===== config.mk =====
export PLATFORM = sky130hd
export DESIGN_NAME = alu_seq_ctrl
export DESIGN_NICKNAME = d
export VERILOG_FILES = /design/src/rtl/alu_seq_pkg.sv /design/src/rtl/alu_seq_ctrl.sv
export SDC_FILE = /design/constraint.sdc
export NUM_CORES = 1
export LEC_CHECK = 0
export CORE_MARGIN = 8
export CORE_UTILIZATION = 30
export DETAILED_ROUTE_END_ITERATION = 8
export HOLD_SLACK_MARGIN = 0.08
export PLACE_DENSITY = 0.7
export SETUP_SLACK_MARGIN = 0.05
export SYNTH_ARGS = -nofsm -noshare
export SYNTH_HDL_FRONTEND = slang
export SYNTH_SLANG_ARGS = --single-unit

===== constraint.sdc =====
create_clock -name clk -period 2.7 [get_ports clk]
set_clock_uncertainty 0.2 [all_clocks]
set_input_delay 0.27 -clock clk [delete_from_list [all_inputs] [get_ports clk]]
set_output_delay 0.27 -clock clk [all_outputs]
set_load 0.05 [all_outputs]

===== src/rtl/alu_seq_pkg.sv =====
`default_nettype none
// ============================================================================
//  Module      : alu_seq_pkg
//  Description : Shared defaults, legal-select limit and FSM state encoding
//                for the ALU sequencing controller.
//  Revision    : 1.0 - initial release
// ============================================================================
package alu_seq_pkg;

    localparam int DATA_W_DEF = 4;
    localparam int SEL_W_DEF  = 3;

    // Highest legal ALU select; anything above is flagged as an error.
    localparam logic [2:0] SEL_MAX = 3'b100;

    typedef enum logic [1:0] {
        IDLE = 2'd0,
        EXEC = 2'd1,
        RESP = 2'd2
    } state_e;

endpackage
`default_nettype wire


===== src/rtl/alu_seq_ctrl.sv =====
`default_nettype none
// ============================================================================
//  Module      : alu_seq_ctrl
//  Description : Three-state sequencer feeding an external ALU with registered
//                operands, capturing its result and holding it for a
//                ready/valid consumer. Optional result counter enabled by
//                defining ALU_SEQ_STATS_EN.
//  Revision    : 1.0 - initial release
// ============================================================================
module alu_seq_ctrl
    import alu_seq_pkg::*;
#(
    parameter int DATA_W = DATA_W_DEF,
    parameter int SEL_W  = SEL_W_DEF
) (
    input  logic              clk,
    input  logic              rst_n,
    input  logic              cmd_valid,
    output logic              cmd_ready,
    input  logic [DATA_W-1:0] cmd_a,
    input  logic [DATA_W-1:0] cmd_b,
    input  logic [SEL_W-1:0]  cmd_sel,
    input  logic              cmd_use_acc,
    output logic [DATA_W-1:0] alu_a,
    output logic [DATA_W-1:0] alu_b,
    output logic [SEL_W-1:0]  alu_sel,
    input  logic [DATA_W-1:0] alu_out,
    output logic              res_valid,
    input  logic              res_ready,
    output logic [DATA_W-1:0] res_data,
    output logic              res_err,
    output logic [7:0]        stat_cnt
);

    state_e             state_q;
    logic               cmd_ready_q;
    logic [DATA_W-1:0]  alu_a_q;
    logic [DATA_W-1:0]  alu_b_q;
    logic [SEL_W-1:0]   alu_sel_q;
    logic               res_valid_q;
    logic [DATA_W-1:0]  res_data_q;
    logic               res_err_q;
    logic [DATA_W-1:0]  acc_q;

    logic [DATA_W-1:0]  op_a_d;
    logic [DATA_W-1:0]  res_data_d;
    logic               res_err_d;
    logic               accept;
    logic               res_hs;

    always_comb begin
        op_a_d     = cmd_use_acc ? acc_q : cmd_a;
        res_err_d  = (alu_sel_q > SEL_W'(SEL_MAX));
        res_data_d = res_err_d ? '0 : alu_out;
    end

    // res_valid_q is only ever set in RESP, so res_ready elsewhere is inert.
    assign accept = cmd_valid && cmd_ready_q;
    assign res_hs = res_valid_q && res_ready;

    always_ff @(posedge clk or negedge rst_n) begin
        if (!rst_n) begin
            state_q     <= IDLE;
            cmd_ready_q <= 1'b0;
            alu_a_q     <= '0;
            alu_b_q     <= '0;
            alu_sel_q   <= '0;
            res_valid_q <= 1'b0;
            res_data_q  <= '0;
            res_err_q   <= 1'b0;
            acc_q       <= '0;
        end else begin
            case (state_q)
                IDLE: begin
                    cmd_ready_q <= 1'b1;
                    if (accept) begin
                        alu_a_q     <= op_a_d;
                        alu_b_q     <= cmd_b;
                        alu_sel_q   <= cmd_sel;
                        cmd_ready_q <= 1'b0;
                        state_q     <= EXEC;
                    end
                end
                EXEC: begin
                    res_data_q  <= res_data_d;
                    res_err_q   <= res_err_d;
                    res_valid_q <= 1'b1;
                    state_q     <= RESP;
                end
                RESP: begin
                    if (res_hs) begin
                        res_valid_q <= 1'b0;
                        cmd_ready_q <= 1'b1;
                        if (!res_err_q) begin
                            acc_q <= res_data_q;
                        end
                        state_q <= IDLE;
                    end
                end
                default: begin
                    cmd_ready_q <= 1'b0;
                    res_valid_q <= 1'b0;
                    state_q     <= IDLE;
                end
            endcase
        end
    end

    assign cmd_ready = cmd_ready_q;
    assign alu_a     = alu_a_q;
    assign alu_b     = alu_b_q;
    assign alu_sel   = alu_sel_q;
    assign res_valid = res_valid_q;
    assign res_data  = res_data_q;
    assign res_err   = res_err_q;

`ifdef ALU_SEQ_STATS_EN
    logic [7:0] stat_cnt_q;

    always_ff @(posedge clk or negedge rst_n) begin
        if (!rst_n) begin
            stat_cnt_q <= 8'h00;
        end else if (res_hs && (stat_cnt_q != 8'hFF)) begin
            stat_cnt_q <= stat_cnt_q + 8'd1;
        end
    end

    assign stat_cnt = stat_cnt_q;
`else
    assign stat_cnt = 8'h00;
`endif

endmodule
`default_nettype wire


==> results.sh <==
export IMPL_clk_latency_ps=310
export IMPL_cts_hold_buffers_added=0
export IMPL_slowest_stage="clkdlybuf4s50_1"
export IMPL_r2r_start="state_q[0]"
export IMPL_fin_worst_hold_slack_ps=85.7
export IMPL_period_share=0.752
export IMPL_multi_input_area_um2=355
export IMPL_p_sw_w=0.000146
export IMPL_area_delta_synth_final_pct=41.8
export IMPL_syn_area_per_cell_um2=13.3
export IMPL_setup_viol=0
export IMPL_grt_start_max_net_pins=25
export IMPL_p_sw_frac=0.214
export IMPL_fmax_mhz=492
export IMPL_path_cells="clkdlybuf4s50_1"
export IMPL_grt_ovfl_total=0
export IMPL_final_common_cell="clkdlybuf4s50_1"
export IMPL_wl_per_cell_um=14.7
export IMPL_tightest_slew_ps=615
export IMPL_register_area_um2=601
export IMPL_r2r_cells=2
export IMPL_num_nets_final=136
export IMPL_status="completed"
export IMPL_maxSlewHeadroom=0.590
export IMPL_startpoint_type="flip-flop"
export IMPL_cts_tree="done"
export IMPL_final_cell_mix="37 x clkdlybuf4s50_1, 24 x dfrtp_1, 11 x mux2_2"
export IMPL_clock_path_buffers=2
export IMPL_r2r_slack_ps=820
export IMPL_grt_usage=0.0835
export IMPL_drive_gt1_frac=0.165
export IMPL_timing_rr_end="alu_sel[0]"
export IMPL_crit_buf_inv=1
export IMPL_drtPass1Iterations=4
export IMPL_coreArea_mm2=0.00331
export IMPL_place_gp_congestion=0.709
export IMPL_intPower_w=0.000537
export IMPL_h_tree_depth=1
export IMPL_root_buffer="clkbuf_4"
export IMPL_ys_seq_area_frac=0.587
export IMPL_drt_initial_drc_count=15
export IMPL_cts_sinks=24
export IMPL_netlist_instances=77
export IMPL_slowest_delay_ps=830
export IMPL_pwr_share_comb=0.095
export IMPL_diodes=0
export IMPL_worstSetupPathType="reg2out"
export IMPL_final_min_clock_period_ps=2030
export IMPL_placementRows=21
export IMPL_rsz0062_at_grt="no"
export IMPL_nFillCells=325
export IMPL_hold_class="in2async"
export IMPL_peakVddDrop_uv=262
export IMPL_synth_area_mm2=0.00102
export IMPL_grt_pass1_vias=758
export IMPL_dp_hpwl_mm=1.87
export IMPL_cts_reportedPaths_clkPinSlew_ps=140
export IMPL_leakage_nw=0.676
export IMPL_ys_warnings_count=0
export IMPL_numCtsBuffers=3
export IMPL_antenna_found_initial=0
export IMPL_portBuffers=37
export IMPL_vias=708
export IMPL_arrival_ps=1560
export IMPL_worstPathRequired_ps=2230
export IMPL_ys_seq_elements=24
export IMPL_die_height_um=74.4
export IMPL_cp_max_fo=3
export IMPL_synth_cell_type_count=20
export IMPL_dieArea_mm2=0.00554
export IMPL_power_frac_seq=0.527
export IMPL_drt_wl_total_mm=2.37
export IMPL_max_cap_viol_count=0
export IMPL_power_density_mw_per_mm2=470
export IMPL_drtAntennaViolNets=0
export IMPL_grt_pass1_wl_mm=3.57
export IMPL_die_w_um=74.4
export IMPL_finalHoldViolCount=0
export IMPL_via_per_inst=4.40
export IMPL_pwr_share_clk=0.378
export IMPL_drv_slew=0
export IMPL_io_pins=46
export IMPL_post_cts_setup_buffers=0
export IMPL_final_setup_tns_ps=0
export IMPL_endpoint_kind="primary output"
export IMPL_crit_family="buffers and inverters"
export IMPL_cts_resized=0
export IMPL_start_util=0.309
export IMPL_drc=0
## synth_stat cells (all sizes together)
| master | count | area share |
|---|---|---|
| dfrtp | 24 | 0.59 |
| buf | 11 | 0.084 |
| mux2 | 11 | 0.12 |
| a21oi | 5 | 0.024 |
| nor2 | 5 | 0.021 |
| a22o | 4 | 0.034 |
| mux2i | 4 | 0.039 |
| inv | 2 | 0.0073 |
| o21a | 2 | 0.015 |
| o21ai | 2 | 0.0098 |
| a221oi | 1 | 0.0086 |
| and2 | 1 | 0.0061 |
| and4bb | 1 | 0.012 |
| conb | 1 | 0.0037 |
| nand2b | 1 | 0.0061 |
| nor3b | 1 | 0.012 |
| or2b | 1 | 0.0086 |
## kinds of logic (layout without fill, tap and decap cells)
group / Yosys count / in the layout / synth area share
other: 1 / 8 / 0.00366
AND/OR/NAND/NOR: 10 / 10 / 0.0660
buffers and inverters: 13 / 44 / 0.0917
multiplexers: 15 / 15 / 0.160
flip-flops: 24 / 24 / 0.587
AO/OA/AOI/OAI: 14 / 14 / 0.0917
## flip-flops by register name (all words and copies together) (netlist names), 2 cells and up
signal and flops:
alu_b 4, alu_a 4, alu_sel 3, acc_q 4, res_data 4, state_q 2
## power by group through the flow
| stage | Sequential, W | Clock, W | Combinational [W] |
|---|---|---|---|
| after floorplan | 0.000366 | 0 | 0.0000378 |
| after global routing | 0.000360 | 0.000279 | 0.0000688 |
| after global placement | 0.000366 | 0 | 0.0000646 |
| after CTS | 0.000359 | 0.000262 | 0.0000652 |
| after detailed placement | 0.000366 | 0 | 0.0000649 |
| final | 0.000359 | 0.000258 | 0.0000650 |
## how the worst max path moves through the flow
stage	depth (start not counted)	endpoint	startpoint
2_1_floorplan	3	acc_q[0]	res_valid
3_3_place_gp	3	alu_b[0]	cmd_valid
3_5_place_dp	3	alu_sel[0]	cmd_valid
4_1_cts	1	res_data[1]	res_data[1]
5_1_grt	1	alu_a[0]	alu_a[0]
6_report	1	res_data[3]	res_data[3]
## per-layer routing
| metal | up-vias | wire length (µm) | track usage |
|---|---|---|---|
| met1 | 334 | 994 | 0.0995 |
| met3 | 0 | 382 | 0.0418 |
| li1 | 328 | - | - |
| met5 | - | 0 | 0 |
| met2 | 46 | 989 | 0.131 |
| met4 | 0 | 0 | 0.0196 |
## layout make-up
| type | count | area share |
|---|---|---|
| sequential | 24 | 0.414 |
| clock inverter | 1 | 0.0207 |
| inverter | 2 | 0.00517 |
| timing repair buffer | 38 | 0.260 |
| tap | 46 | 0.0397 |
| multi-input combinational | 47 | 0.245 |
| clock buffer | 3 | 0.0155 |
## through the flow
step	instances	cell area, µm²	util	power, W	setup WS (ps)
3_3_place_gp	157	1400	0.423	0.000431	687
6_report	161	1450	0.438	0.000682	670
5_1_grt	161	1450	0.438	0.000707	622
3_5_place_dp	157	1400	0.423	0.000431	626
4_1_cts	161	1450	0.438	0.000687	663
2_1_floorplan	84	1050	-	0.000404	940
No activity file was read; power rests on OpenSTA's default activity.
